[src/rtl/punc_pkg.sv]
// ============================================================================
// Module   : punc_pkg
// Brief    : Shared opcodes, state encoding and control-select codes for the
//            PUnC LC3 controller. Optional feature macro: LOAD_CC_EN.
// Revision : 1.0 - initial release
// ============================================================================
`default_nettype none

package punc_pkg;

    localparam logic [3:0] OC_BR   = 4'b0000;
    localparam logic [3:0] OC_ADD  = 4'b0001;
    localparam logic [3:0] OC_LD   = 4'b0010;
    localparam logic [3:0] OC_ST   = 4'b0011;
    localparam logic [3:0] OC_JSR  = 4'b0100;
    localparam logic [3:0] OC_AND  = 4'b0101;
    localparam logic [3:0] OC_LDR  = 4'b0110;
    localparam logic [3:0] OC_STR  = 4'b0111;
    localparam logic [3:0] OC_RTI  = 4'b1000;
    localparam logic [3:0] OC_NOT  = 4'b1001;
    localparam logic [3:0] OC_LDI  = 4'b1010;
    localparam logic [3:0] OC_STI  = 4'b1011;
    localparam logic [3:0] OC_JMP  = 4'b1100;
    localparam logic [3:0] OC_RES  = 4'b1101;
    localparam logic [3:0] OC_LEA  = 4'b1110;
    localparam logic [3:0] OC_TRAP = 4'b1111;

    typedef enum logic [2:0] {
        ST_INIT    = 3'd0,
        ST_FETCH   = 3'd1,
        ST_DECODE  = 3'd2,
        ST_EXECUTE = 3'd3,
        ST_EXEC2   = 3'd4,
`ifdef LOAD_CC_EN
        ST_CCFIX   = 3'd5,
`endif
        ST_HALT    = 3'd6
    } state_t;

    localparam logic [1:0] ALU_PASS = 2'd0;
    localparam logic [1:0] ALU_ADD  = 2'd1;
    localparam logic [1:0] ALU_AND  = 2'd2;
    localparam logic [1:0] ALU_NOT  = 2'd3;

    localparam logic [2:0] MRA_PC       = 3'd0;
    localparam logic [2:0] MRA_PC_ADDER = 3'd1;
    localparam logic [2:0] MRA_INDIRECT = 3'd2;
    localparam logic [2:0] MRA_MEM_DATA = 3'd3;
    localparam logic [2:0] MRA_ALU_C    = 3'd4;

    localparam logic [1:0] WDS_ALU_C    = 2'd0;
    localparam logic [1:0] WDS_PC       = 2'd1;
    localparam logic [1:0] WDS_MEM_DATA = 2'd2;
    localparam logic [1:0] WDS_PC_ADDER = 2'd3;

    localparam logic [3:0] SEXT_IMM5  = 4'b1000;
    localparam logic [3:0] SEXT_OFF6  = 4'b0100;
    localparam logic [3:0] SEXT_OFF9  = 4'b0010;
    localparam logic [3:0] SEXT_OFF11 = 4'b0001;

    typedef struct packed {
        logic        mem_wr_en;
        logic [2:0]  mem_r_addr_sel;
        logic        state2_STI;
        logic        STR;
        logic [2:0]  RF_wr_addr;
        logic        RF_wr_en;
        logic [2:0]  RF_r_addr_0;
        logic [2:0]  RF_r_addr_1;
        logic [1:0]  RF_w_data_sel;
        logic        ir_ld;
        logic        JMP_RET_JSRR;
        logic        pc_ld;
        logic        pc_clr;
        logic        pc_up;
        logic        add_const;
        logic [1:0]  alu_sel;
        logic        cc_en;
        logic        n;
        logic        z;
        logic        p;
        logic [10:0] const_n;
        logic [3:0]  SEXT_Select;
        logic        halted;
    } ctrl_t;

`ifdef LOAD_CC_EN
    // Loads whose CC update is deferred to the CCFIX cycle (LDI handled in EXEC2).
    function automatic logic is_load_op(input logic [3:0] op);
        return (op == OC_LD) || (op == OC_LDR) || (op == OC_LEA);
    endfunction
`endif

endpackage

`default_nettype wire

[src/rtl/punc_control_if.sv]
// ============================================================================
// Module   : punc_control_if
// Brief    : Controller <-> datapath control bus (ir in, strobes/selects out).
// Revision : 1.0 - initial release
// ============================================================================
`default_nettype none

interface punc_control_if;
    logic [15:0] ir;
    logic        mem_wr_en;
    logic [2:0]  mem_r_addr_sel;
    logic        state2_STI;
    logic        STR;
    logic [2:0]  RF_wr_addr;
    logic        RF_wr_en;
    logic [2:0]  RF_r_addr_0;
    logic [2:0]  RF_r_addr_1;
    logic [1:0]  RF_w_data_sel;
    logic        ir_ld;
    logic        JMP_RET_JSRR;
    logic        pc_ld;
    logic        pc_clr;
    logic        pc_up;
    logic        add_const;
    logic [1:0]  alu_sel;
    logic        cc_en;
    logic        n;
    logic        z;
    logic        p;
    logic [10:0] const_n;
    logic [3:0]  SEXT_Select;
    logic        halted;

    modport master (
        input  ir,
        output mem_wr_en, mem_r_addr_sel, state2_STI, STR, RF_wr_addr, RF_wr_en,
               RF_r_addr_0, RF_r_addr_1, RF_w_data_sel, ir_ld, JMP_RET_JSRR,
               pc_ld, pc_clr, pc_up, add_const, alu_sel, cc_en, n, z, p,
               const_n, SEXT_Select, halted
    );

    modport slave (
        output ir,
        input  mem_wr_en, mem_r_addr_sel, state2_STI, STR, RF_wr_addr, RF_wr_en,
               RF_r_addr_0, RF_r_addr_1, RF_w_data_sel, ir_ld, JMP_RET_JSRR,
               pc_ld, pc_clr, pc_up, add_const, alu_sel, cc_en, n, z, p,
               const_n, SEXT_Select, halted
    );
endinterface

`default_nettype wire

[src/rtl/punc_ctrl_decode.sv]
// ============================================================================
// Module   : punc_ctrl_decode
// Brief    : Combinational (state, ir) -> datapath control mapping.
//            Optional feature macro: LOAD_CC_EN (adds CCFIX decode).
// Revision : 1.0 - initial release
// ============================================================================
`default_nettype none

module punc_ctrl_decode
    import punc_pkg::*;
#(
    parameter logic [3:0] HALT_OPC = 4'b1111
) (
    input  state_t      state,
    input  logic [15:0] ir,
    output ctrl_t       ctrl
);

    logic [3:0] w_op;
    logic [2:0] w_dr;
    logic [2:0] w_sr1;

    assign w_op  = ir[15:12];
    assign w_dr  = ir[11:9];
    assign w_sr1 = ir[8:6];

    always_comb begin
        ctrl         = '0;
        ctrl.const_n = ir[10:0];
        case (state)
            ST_INIT: ctrl.pc_clr = 1'b1;
            ST_FETCH: begin
                ctrl.mem_r_addr_sel = MRA_PC;
                ctrl.ir_ld          = 1'b1;
                ctrl.pc_up          = 1'b1;
            end
            ST_EXECUTE: begin
                if (w_op != HALT_OPC) begin
                    case (w_op)
                        OC_ADD, OC_AND: begin
                            ctrl.RF_r_addr_0   = w_sr1;
                            ctrl.RF_r_addr_1   = ir[2:0];
                            ctrl.add_const     = ir[5];
                            ctrl.SEXT_Select   = SEXT_IMM5;
                            ctrl.alu_sel       = (w_op == OC_ADD) ? ALU_ADD : ALU_AND;
                            ctrl.RF_wr_addr    = w_dr;
                            ctrl.RF_wr_en      = 1'b1;
                            ctrl.RF_w_data_sel = WDS_ALU_C;
                            ctrl.cc_en         = 1'b1;
                        end
                        OC_NOT: begin
                            ctrl.RF_r_addr_0   = w_sr1;
                            ctrl.alu_sel       = ALU_NOT;
                            ctrl.RF_wr_addr    = w_dr;
                            ctrl.RF_wr_en      = 1'b1;
                            ctrl.RF_w_data_sel = WDS_ALU_C;
                            ctrl.cc_en         = 1'b1;
                        end
                        OC_BR: begin
                            {ctrl.n, ctrl.z, ctrl.p} = ir[11:9];
                            ctrl.SEXT_Select         = SEXT_OFF9;
                        end
                        OC_JMP: begin
                            ctrl.RF_r_addr_0  = w_sr1;
                            ctrl.alu_sel      = ALU_PASS;
                            ctrl.JMP_RET_JSRR = 1'b1;
                            ctrl.pc_ld        = 1'b1;
                        end
                        OC_JSR: begin
                            // R7 captures the pre-jump PC on the same edge that loads PC.
                            ctrl.RF_wr_addr    = 3'd7;
                            ctrl.RF_w_data_sel = WDS_PC;
                            ctrl.RF_wr_en      = 1'b1;
                            ctrl.pc_ld         = 1'b1;
                            if (ir[11]) begin
                                ctrl.SEXT_Select = SEXT_OFF11;
                            end else begin
                                ctrl.JMP_RET_JSRR = 1'b1;
                                ctrl.RF_r_addr_0  = w_sr1;
                                ctrl.alu_sel      = ALU_PASS;
                            end
                        end
                        OC_LD: begin
                            ctrl.mem_r_addr_sel = MRA_PC_ADDER;
                            ctrl.SEXT_Select    = SEXT_OFF9;
                            ctrl.RF_w_data_sel  = WDS_MEM_DATA;
                            ctrl.RF_wr_addr     = w_dr;
                            ctrl.RF_wr_en       = 1'b1;
                        end
                        OC_LDR: begin
                            ctrl.mem_r_addr_sel = MRA_ALU_C;
                            ctrl.RF_r_addr_0    = w_sr1;
                            ctrl.add_const      = 1'b1;
                            ctrl.SEXT_Select    = SEXT_OFF6;
                            ctrl.alu_sel        = ALU_ADD;
                            ctrl.RF_w_data_sel  = WDS_MEM_DATA;
                            ctrl.RF_wr_addr     = w_dr;
                            ctrl.RF_wr_en       = 1'b1;
                        end
                        OC_LEA: begin
                            ctrl.SEXT_Select   = SEXT_OFF9;
                            ctrl.RF_w_data_sel = WDS_PC_ADDER;
                            ctrl.RF_wr_addr    = w_dr;
                            ctrl.RF_wr_en      = 1'b1;
                        end
                        OC_ST: begin
                            ctrl.RF_r_addr_0 = w_dr;
                            ctrl.alu_sel     = ALU_PASS;
                            ctrl.SEXT_Select = SEXT_OFF9;
                            ctrl.mem_wr_en   = 1'b1;
                        end
                        OC_STR: begin
                            ctrl.STR         = 1'b1;
                            ctrl.RF_r_addr_0 = w_sr1;
                            ctrl.RF_r_addr_1 = w_dr;
                            ctrl.add_const   = 1'b1;
                            ctrl.SEXT_Select = SEXT_OFF6;
                            ctrl.alu_sel     = ALU_ADD;
                            ctrl.mem_wr_en   = 1'b1;
                        end
                        OC_LDI, OC_STI: begin
                            ctrl.mem_r_addr_sel = MRA_PC_ADDER;
                            ctrl.SEXT_Select    = SEXT_OFF9;
                        end
                        default: ;
                    endcase
                end
            end
            ST_EXEC2: begin
                if (w_op == OC_LDI) begin
                    ctrl.mem_r_addr_sel = MRA_INDIRECT;
                    ctrl.RF_w_data_sel  = WDS_MEM_DATA;
                    ctrl.RF_wr_addr     = w_dr;
                    ctrl.RF_wr_en       = 1'b1;
                end else if (w_op == OC_STI) begin
                    ctrl.state2_STI  = 1'b1;
                    ctrl.RF_r_addr_0 = w_dr;
                    ctrl.alu_sel     = ALU_PASS;
                    ctrl.mem_wr_en   = 1'b1;
                end
            end
`ifdef LOAD_CC_EN
            ST_CCFIX: begin
                ctrl.RF_r_addr_0 = w_dr;
                ctrl.alu_sel     = ALU_PASS;
                ctrl.cc_en       = 1'b1;
            end
`endif
            ST_HALT: ctrl.halted = 1'b1;
            default: ;
        endcase
    end

endmodule

`default_nettype wire

[src/rtl/punc_control.sv]
// ============================================================================
// Module   : punc_control
// Brief    : PUnC LC3 controller FSM; drives the datapath control bus.
//            Optional feature macro: LOAD_CC_EN (CC update after loads).
// Revision : 1.0 - initial release
// ============================================================================
`default_nettype none

module punc_control
    import punc_pkg::*;
#(
    parameter logic [3:0] HALT_OPC = 4'b1111
) (
    input  logic             clk,
    input  logic             rst,
    punc_control_if.master   bus
);

    state_t     r_state;
    ctrl_t      w_ctrl;
    logic [3:0] w_op;

    assign w_op = bus.ir[15:12];

    always_ff @(posedge clk or negedge rst) begin
        if (!rst) begin
            r_state <= ST_INIT;
        end else begin
            case (r_state)
                ST_INIT:   r_state <= ST_FETCH;
                ST_FETCH:  r_state <= ST_DECODE;
                ST_DECODE: r_state <= ST_EXECUTE;
                ST_EXECUTE: begin
                    if (w_op == HALT_OPC)
                        r_state <= ST_HALT;
                    else if ((w_op == OC_LDI) || (w_op == OC_STI))
                        r_state <= ST_EXEC2;
`ifdef LOAD_CC_EN
                    else if (is_load_op(w_op))
                        r_state <= ST_CCFIX;
`endif
                    else
                        r_state <= ST_FETCH;
                end
`ifdef LOAD_CC_EN
                ST_EXEC2:  r_state <= (w_op == OC_LDI) ? ST_CCFIX : ST_FETCH;
                ST_CCFIX:  r_state <= ST_FETCH;
`else
                ST_EXEC2:  r_state <= ST_FETCH;
`endif
                ST_HALT:   r_state <= ST_HALT;
                default:   r_state <= ST_INIT;
            endcase
        end
    end

    punc_ctrl_decode #(
        .HALT_OPC (HALT_OPC)
    ) u_decode (
        .state (r_state),
        .ir    (bus.ir),
        .ctrl  (w_ctrl)
    );

    assign bus.mem_wr_en      = w_ctrl.mem_wr_en;
    assign bus.mem_r_addr_sel = w_ctrl.mem_r_addr_sel;
    assign bus.state2_STI     = w_ctrl.state2_STI;
    assign bus.STR            = w_ctrl.STR;
    assign bus.RF_wr_addr     = w_ctrl.RF_wr_addr;
    assign bus.RF_wr_en       = w_ctrl.RF_wr_en;
    assign bus.RF_r_addr_0    = w_ctrl.RF_r_addr_0;
    assign bus.RF_r_addr_1    = w_ctrl.RF_r_addr_1;
    assign bus.RF_w_data_sel  = w_ctrl.RF_w_data_sel;
    assign bus.ir_ld          = w_ctrl.ir_ld;
    assign bus.JMP_RET_JSRR   = w_ctrl.JMP_RET_JSRR;
    assign bus.pc_ld          = w_ctrl.pc_ld;
    assign bus.pc_clr         = w_ctrl.pc_clr;
    assign bus.pc_up          = w_ctrl.pc_up;
    assign bus.add_const      = w_ctrl.add_const;
    assign bus.alu_sel        = w_ctrl.alu_sel;
    assign bus.cc_en          = w_ctrl.cc_en;
    assign bus.n              = w_ctrl.n;
    assign bus.z              = w_ctrl.z;
    assign bus.p              = w_ctrl.p;
    assign bus.const_n        = w_ctrl.const_n;
    assign bus.SEXT_Select    = w_ctrl.SEXT_Select;
    assign bus.halted         = w_ctrl.halted;

endmodule

`default_nettype wire

[src/flat_wrapper.sv]
// flat-port wrapper written by rule: the top's interface ports become plain ports
module punc_control_flat import punc_pkg::*;
#(
    parameter logic [3:0] HALT_OPC = 4'b1111
)
  (clk, rst, bus_ir, bus_mem_wr_en, bus_mem_r_addr_sel, bus_state2_STI, bus_STR, bus_RF_wr_addr, bus_RF_wr_en, bus_RF_r_addr_0, bus_RF_r_addr_1, bus_RF_w_data_sel, bus_ir_ld, bus_JMP_RET_JSRR, bus_pc_ld, bus_pc_clr, bus_pc_up, bus_add_const, bus_alu_sel, bus_cc_en, bus_n, bus_z, bus_p, bus_const_n, bus_SEXT_Select, bus_halted);
  punc_control_if bus_i ();
  input  logic clk;
  input  logic rst;
  input wire logic [$bits(bus_i.ir)-1:0] bus_ir;
  output wire logic [$bits(bus_i.mem_wr_en)-1:0] bus_mem_wr_en;
  output wire logic [$bits(bus_i.mem_r_addr_sel)-1:0] bus_mem_r_addr_sel;
  output wire logic [$bits(bus_i.state2_STI)-1:0] bus_state2_STI;
  output wire logic [$bits(bus_i.STR)-1:0] bus_STR;
  output wire logic [$bits(bus_i.RF_wr_addr)-1:0] bus_RF_wr_addr;
  output wire logic [$bits(bus_i.RF_wr_en)-1:0] bus_RF_wr_en;
  output wire logic [$bits(bus_i.RF_r_addr_0)-1:0] bus_RF_r_addr_0;
  output wire logic [$bits(bus_i.RF_r_addr_1)-1:0] bus_RF_r_addr_1;
  output wire logic [$bits(bus_i.RF_w_data_sel)-1:0] bus_RF_w_data_sel;
  output wire logic [$bits(bus_i.ir_ld)-1:0] bus_ir_ld;
  output wire logic [$bits(bus_i.JMP_RET_JSRR)-1:0] bus_JMP_RET_JSRR;
  output wire logic [$bits(bus_i.pc_ld)-1:0] bus_pc_ld;
  output wire logic [$bits(bus_i.pc_clr)-1:0] bus_pc_clr;
  output wire logic [$bits(bus_i.pc_up)-1:0] bus_pc_up;
  output wire logic [$bits(bus_i.add_const)-1:0] bus_add_const;
  output wire logic [$bits(bus_i.alu_sel)-1:0] bus_alu_sel;
  output wire logic [$bits(bus_i.cc_en)-1:0] bus_cc_en;
  output wire logic [$bits(bus_i.n)-1:0] bus_n;
  output wire logic [$bits(bus_i.z)-1:0] bus_z;
  output wire logic [$bits(bus_i.p)-1:0] bus_p;
  output wire logic [$bits(bus_i.const_n)-1:0] bus_const_n;
  output wire logic [$bits(bus_i.SEXT_Select)-1:0] bus_SEXT_Select;
  output wire logic [$bits(bus_i.halted)-1:0] bus_halted;
  assign bus_i.ir = bus_ir;
  assign bus_mem_wr_en = bus_i.mem_wr_en;
  assign bus_mem_r_addr_sel = bus_i.mem_r_addr_sel;
  assign bus_state2_STI = bus_i.state2_STI;
  assign bus_STR = bus_i.STR;
  assign bus_RF_wr_addr = bus_i.RF_wr_addr;
  assign bus_RF_wr_en = bus_i.RF_wr_en;
  assign bus_RF_r_addr_0 = bus_i.RF_r_addr_0;
  assign bus_RF_r_addr_1 = bus_i.RF_r_addr_1;
  assign bus_RF_w_data_sel = bus_i.RF_w_data_sel;
  assign bus_ir_ld = bus_i.ir_ld;
  assign bus_JMP_RET_JSRR = bus_i.JMP_RET_JSRR;
  assign bus_pc_ld = bus_i.pc_ld;
  assign bus_pc_clr = bus_i.pc_clr;
  assign bus_pc_up = bus_i.pc_up;
  assign bus_add_const = bus_i.add_const;
  assign bus_alu_sel = bus_i.alu_sel;
  assign bus_cc_en = bus_i.cc_en;
  assign bus_n = bus_i.n;
  assign bus_z = bus_i.z;
  assign bus_p = bus_i.p;
  assign bus_const_n = bus_i.const_n;
  assign bus_SEXT_Select = bus_i.SEXT_Select;
  assign bus_halted = bus_i.halted;
  punc_control #(.HALT_OPC(HALT_OPC)) u_core (.clk(clk), .rst(rst), .bus(bus_i));
endmodule
[config.mk]
export PLATFORM = sky130hd
export DESIGN_NAME = punc_control_flat
export DESIGN_NICKNAME = d
export VERILOG_FILES = /design/src/rtl/punc_pkg.sv /design/src/rtl/punc_control_if.sv /design/src/rtl/punc_ctrl_decode.sv /design/src/rtl/punc_control.sv /design/src/flat_wrapper.sv
export SDC_FILE = /design/constraint.sdc
export NUM_CORES = 1
export LEC_CHECK = 0
export ABC_AREA = 1
export CORE_UTILIZATION = 31
export DETAILED_ROUTE_END_ITERATION = 10
export PLACE_DENSITY = 0.9
export SLEW_MARGIN = 0
export SYNTH_ARGS = -nofsm -noshare
export SYNTH_HDL_FRONTEND = slang
export SYNTH_SLANG_ARGS = --single-unit
[constraint.sdc]
create_clock -name clk -period 1.5 [get_ports clk]
set_input_delay 0.3 -clock clk [delete_from_list [all_inputs] [get_ports clk]]
set_output_delay 0.3 -clock clk [all_outputs]
set_load 0.01 [all_outputs]
==> results.yml, run 1 <==
power_and_ir_drop:
  power_frac_comb: 0.812
  swShare: 0.474
  p_leak_nw: 0.918
  p_int_uw: 858
  clockPowerShare: 0.086
  vdd_drop_max_uv: 1200
  powerDensity_nw_per_um2: 1030
  power_frac_seq: 0.102
  switching_power_uw: 773
status:
  violations: "negative setup slack"
  status: "finished with violations"
sta:
  max_freq_ghz: 0.561
  max_slew_margin: 0.793
  setup_slack_ns: -0.282
  post-route-period-util: 1.19
  setup_viol: 35
  worst_slew_pin_slew_ns: 0.309
  hold_viol: 0
  rsz0062_at_grt: "true"
  skew_ns: 0.00399
  drv_slew: 0
  min_period_ns: 1.78
cells_and_area:
  layout-drive-gt1-share: 0.541
  reg.largest.list: "u_core.r_state (3)"
  largest_reg_flops: 3
  top_register: "u_core.r_state"
  nets: 248
  multi_input_area_um2: 617
  fill_cells: 143
  design_area_um2: 1590
  antennaDiodeCount: 0
  syn2layout_area_growth_pct: 124
  seqCellArea_um2: 76.3
floorplanning:
  io_pins: 64
  die_x_um: 49.9
  start_util: 0.345
  fp.coreArea_um2: 2060
  die_area_um2: 2490
  fp.dieH_um: 49.9
  core.rowCount: 16
clock_tree:
  numCtsBuffers: 3
  clk_latency_ns: 0.23
  clock-sinks: 3
  cts-root-buf: "clkbuf_4"
  cts_max_path_buffers: 2
  cts_tree: "built"
  h-tree-depth: 1
  clkTransAtPathRegs_ns: 0.04
routing:
  highest_layer: "met4"
  vias_per_cell: 5.28
  via_count: 1352
  drtIter0Drc: 70
  met3_length_um: 389
  drt-pass1-iter-count: 5
  ant_nets: 0
  wl_per_cell_um: 15.9
  met1_length_mm: 1.47
  wl_met2_mm: 2.08
  drc_errors: 0
  wirelength_mm: 4.08
yosys:
  syn_avg_cell_area_um2: 5.04
  synth_cells: 141
  synth_warnings: 0
  synth_cell_types: 18
  yosysTopAreaCellShare: 0.269
  yosys-top-cells-count: "nand2_1, nor2_1, nand3_1"
  yosysSeqAreaShare: 0.106
  async_flop_share: 1.00
  yosysMostFrequentCell: "nand2_1"
  synthesis.nets: 159
  ys.flop_type: "dfrtp_1"
  synth_area_um2: 711
  synth_edf_count: 0
  synthTopCellsByArea: "nand2_1, buf_4, nand3_1"
  synth_top_area_cell: "nand2_1"
  synth_seq_cells: 3
worst_setup_path:
  crit_type: "flip-flop to primary output"
  worstPathCellList: "inv_2 -> nand3_4 -> nor2_4 -> buf_6 -> buf_6 -> nand3_2 -> nand2_1 -> buf_2"
  slowest_delay_ns: 0.39
  r2r_start: "u_core.r_state[2]"
  cp_top_family: "simple AND/OR/NAND/NOR gates"
  cp_common_cell: "buf_6"
  critPathBufInv: 4
  required_ns: 1.20
  crit_fanout: 5
  startpoint: "u_core.r_state[2]"
  arrival_ns: 1.48
  slowest_stage: "dfrtp_1"
  end_kind: "primary output"
  r2r_cells: 6
  reg2reg_setup_slack_ns: 0.28
  start_kind: "flip-flop"
  r2r_end: "u_core.r_state[1]"
global_route:
  grt_usage: 0.332
  grt_pass1_wl_mm: 6.38
  overflow: 0
  antenna_found_initial: 0
  grt_pass1_vias: 1374
  grt_max_degree: 9
placed_design:
  port_buffers: 59
  dpl_cell_area_um2: 1420
  dpl.hpwl_mm: 2.43
  gp_congestion: 0.891
  dp_slack_ns: -0.951
flow_run:
  maxCapViolations: 0
min_path:
  min_path_type: "primary input to asynchronous set/reset pin"
==> power groups by stage <==
| stage | clock network [mW] | registers, mW | logic (mW) |
|---|---|---|---|
| after floorplan | 0 | 0.143 | 0.461 |
| after global placement | 0 | 0.143 | 0.954 |
| after detailed placement | 0 | 0.149 | 0.979 |
| after CTS | 0.144 | 0.156 | 1.20 |
| after global routing | 0.151 | 0.167 | 1.40 |
| final | 0.140 | 0.167 | 1.32 |
==> worst max path at each step <==
| stage | end | slack (ns) | cells past startpoint |
|---|---|---|---|
| 2_1_floorplan | bus_RF_r_addr_1[1] | 0.04 | 6 |
| 3_5_place_dp | bus_RF_wr_addr[0] | -0.95 | 10 |
| 4_1_cts | bus_RF_r_addr_0[1] | -0.22 | 8 |
| 6_report | bus_RF_r_addr_0[1] | -0.28 | 8 |
| 3_3_place_gp | bus_RF_r_addr_0[2] | -0.91 | 7 |
| 5_1_grt | bus_RF_r_addr_0[1] | -0.35 | 8 |
==> placed cells by master (no fill, tap or decap), types with 3 or more instances in the layout <==
cell / count
dlygate4sd2_1: 9
clkbuf_4: 3
clkdlybuf4s50_1: 8
clkdlybuf4s15_2: 8
nor3_1: 3
nand2_4: 4
nor2_1: 14
nor2_2: 6
nand2_2: 8
inv_1: 9
nand3_2: 5
nor2_4: 6
buf_4: 29
inv_2: 8
buf_6: 10
nand3_1: 10
buf_2: 29
nand2_1: 39
==> cell families (layout without fill, tap and decap cells) <==
logic type             Yosys count  in the layout  share of synthesized area
AOI/OAI and AO/OA                8              8                     0.0616
buffers and inverters           32            119                      0.243
DFF                              3              3                      0.106
and+or+nand+nor                 98             99                      0.590
==> metal layers <==
| layer | vias to the layer above | GRT usage |
|---|---|---|
| li1 | 607 | - |
| met4 | 0 | 0.148 |
| met3 | 16 | 0.0586 |
| met1 | 620 | 0.381 |
| met5 | - | 0 |
| met2 | 109 | 0.590 |
==> metrics by stage <==
stage	TNS, ns	hold slack, ns	util	instances	power (mW)
global placement	-27.03	0.488	0.689	239	1.10
finish	-6.21	0.264	0.771	256	1.63
detailed placement	-28.46	0.504	0.689	239	1.13
CTS	-4.47	0.260	0.743	255	1.50
global route	-8.61	0.268	0.771	256	1.72
floorplan	0	0.00441	-	141	0.604
==> timing repair <==
action / in CTS / in global routing
gates resized for setup: 203 / 20
hold buffers: 0 / 0
cloned: 1 / 0
endpoints found under the setup margin: 45 / 36
pin swaps: 13 / 8
buffers inserted: 12 / 1
==> layout make-up <==
class | instances | share of cell area
tap | 27 | 0.0213
inverter | 19 | 0.0480
timing repair buffer | 96 | 0.478
clock buffer | 4 | 0.0165
multi-input combinational | 107 | 0.388
sequential | 3 | 0.0480
Power figures use the tool's default switching activity.
==> run 2, diff against run 1 <==
--- a/config.mk
+++ b/config.mk
@@ -8,7 +8,7 @@
 export ABC_AREA = 1
 export CORE_UTILIZATION = 31
 export DETAILED_ROUTE_END_ITERATION = 10
-export PLACE_DENSITY = 0.9
+export PLACE_DENSITY = 0.77
 export SLEW_MARGIN = 0
 export SYNTH_ARGS = -nofsm -noshare
 export SYNTH_HDL_FRONTEND = slang
==> run 2 against run 1 <==
  * The run still ends with negative setup slack left
  * Count of clock-buffer cells in the layout did not move
  * Cell area fell by 1.1%
  * Sequential share of layout area rose by 0.054 points
  * Sequential power fell by 2%
  * Critical endpoint is now bus_mem_wr_en
==> results.yml, run 2 (synthesis results as in run 1) <==
status:
  status: "finished with violations"
  violations: "negative setup slack"
power_and_ir_drop:
  p_int_uw: 776
  switching_power_uw: 748
  swShare: 0.491
  clockPowerShare: 0.097
  power_frac_comb: 0.796
  power.total_mw: 1.52
  vdd_drop_max_uv: 1100
  p_leak_nw: 0.899
  power_frac_seq: 0.107
  powerDensity_nw_per_um2: 970
floorplanning:
  core.rowCount: 16
  die_area_um2: 2490
  fp.dieH_um: 49.9
  die_x_um: 49.9
  fp.coreArea_um2: 2060
  start_util: 0.345
  io_pins: 64
sta:
  rsz0062_at_grt: "true"
  drv_slew: 0
  min_period_ns: 1.77
  worst_slew_pin_slew_ns: 0.253
  skew_ns: 0.00902
  setup_slack_ns: -0.266
  setup_viol: 34
  post-route-period-util: 1.18
  max_freq_ghz: 0.566
  max_slew_margin: 0.832
  hold_viol: 0
worst_setup_path:
  start_kind: "flip-flop"
  crit_type: "flip-flop to primary output"
  reg2reg_setup_slack_ns: 0.41
  arrival_ns: 1.47
  endpoint: "bus_mem_wr_en"
  required_ns: 1.20
  startpoint: "u_core.r_state[2]"
  crit_fanout: 5
  end_kind: "primary output"
  r2r_end: "u_core.r_state[0]"
  r2r_start: "u_core.r_state[0]"
  r2r_cells: 5
clock_tree:
  clk_latency_ns: 0.24
  clkTransAtPathRegs_ns: 0.04
  numCtsBuffers: 3
  cts-root-buf: "clkbuf_4"
  h-tree-depth: 1
  clock-sinks: 3
  cts_max_path_buffers: 2
  cts_tree: "built"
routing:
  via_count: 1257
  drc_errors: 0
  drt-pass1-iter-count: 4
  vias_per_cell: 4.99
  ant_nets: 0
  wirelength_mm: 3.44
  drtIter0Drc: 21
  wl_per_cell_um: 13.6
placed_design:
  gp_congestion: 0.872
  dpl.hpwl_mm: 2.27
  port_buffers: 59
  dp_slack_ns: -0.927
min_path:
  min_path_type: "primary input to asynchronous set/reset pin"
cells_and_area:
  antennaDiodeCount: 0
  final_common_cell: "nand2_1"
  largest_reg_flops: 3
  top_register: "u_core.r_state"
  reg.largest.list: "u_core.r_state (3)"
  syn2layout_area_growth_pct: 121
  nets: 244
  layout_common_cells: "nand2_1, buf_2, buf_4"
  layout-drive-gt1-share: 0.591
flow_run:
  maxCapViolations: 0
global_route:
  grt_pass1_wl_mm: 5.35
  overflow: 0
  antenna_found_initial: 0
  grt_usage: 0.280
  grt_max_degree: 9
  grt_pass1_vias: 1230
## run 2: area by class of cell
cell class	count	area (um^2)
clock buffer	4	26.3
timing repair buffer	92	699
tap	27	33.8
sequential	3	76.3
multi-input combinational	107	657
fill	152	490
inverter	19	78.8
## run 2: metal layers
layer | global-route usage | vias up | part of all wire
met1 | 0.293 | 584 | 0.38
met2 | 0.505 | 64 | 0.51
met5 | 0 | - | 0
li1 | - | 599 | -
met3 | 0.0864 | 10 | 0.079
met4 | 0.129 | 0 | 0.031
## run 2: worst max-delay path, cell delays in order, from the launching register on
cell	delay, ns
dfrtp_1	0.40
inv_2	0.09
nand3_4	0.13
inv_4	0.13
buf_6	0.14
nand2_4	0.05
nand2_1	0.07
clkdlybuf4s15_2	0.22
## run 2: stage by stage
| stage | std cells | area [um^2] | hold slack, ns | TNS (ns) | util |
|---|---|---|---|---|---|
| floorplan | 141 | 711 | 0.00441 | 0 | - |
| global placement | 241 | 1440 | 0.497 | -26.65 | 0.697 |
| detailed placement | 241 | 1440 | 0.497 | -27.80 | 0.697 |
| CTS | 251 | 1510 | 0.243 | -4.46 | 0.734 |
| global route | 252 | 1570 | 0.259 | -7.39 | 0.762 |
| finish | 252 | 1570 | 0.245 | -5.17 | 0.762 |
## run 2: what timing repair did
item / CTS / global route
pin swaps: 11 / 11
gates cloned: 1 / 0
buffers inserted: 5 / 3
gates resized for setup: 214 / 20
hold buffers: 0 / 0
endpoints found under the setup margin: 44 / 36
## run 2: power by group through the flow
stage / Combinational [mW] / Clock, mW / Sequential (mW)
finish: 1.21 / 0.148 / 0.163
global route: 1.28 / 0.163 / 0.165
CTS: 1.12 / 0.152 / 0.154
detailed placement: 0.977 / 0 / 0.146
global placement: 0.953 / 0 / 0.143
floorplan: 0.461 / 0 / 0.143
## run 2: worst min-delay path by stage
stage	end	slack, ns	cells after the start	from
after floorplan	u_core.r_state[0]	0.004	0	rst
after global placement	u_core.r_state[1]	0.50	1	rst
after detailed placement	u_core.r_state[1]	0.50	1	rst
after CTS	u_core.r_state[1]	0.24	1	rst
after global routing	u_core.r_state[1]	0.26	1	rst
final	u_core.r_state[1]	0.24	1	rst
==> run 3, diff against run 2 <==
--- a/config.mk
+++ b/config.mk
@@ -9,7 +9,7 @@
 export CORE_UTILIZATION = 31
 export DETAILED_ROUTE_END_ITERATION = 10
 export PLACE_DENSITY = 0.77
-export SLEW_MARGIN = 0
+export SLEW_MARGIN = 15
 export SYNTH_ARGS = -nofsm -noshare
 export SYNTH_HDL_FRONTEND = slang
 export SYNTH_SLANG_ARGS = --single-unit
==> results of run 3 <==
The final DEF is identical to that of run 2; final timing and power are the same.
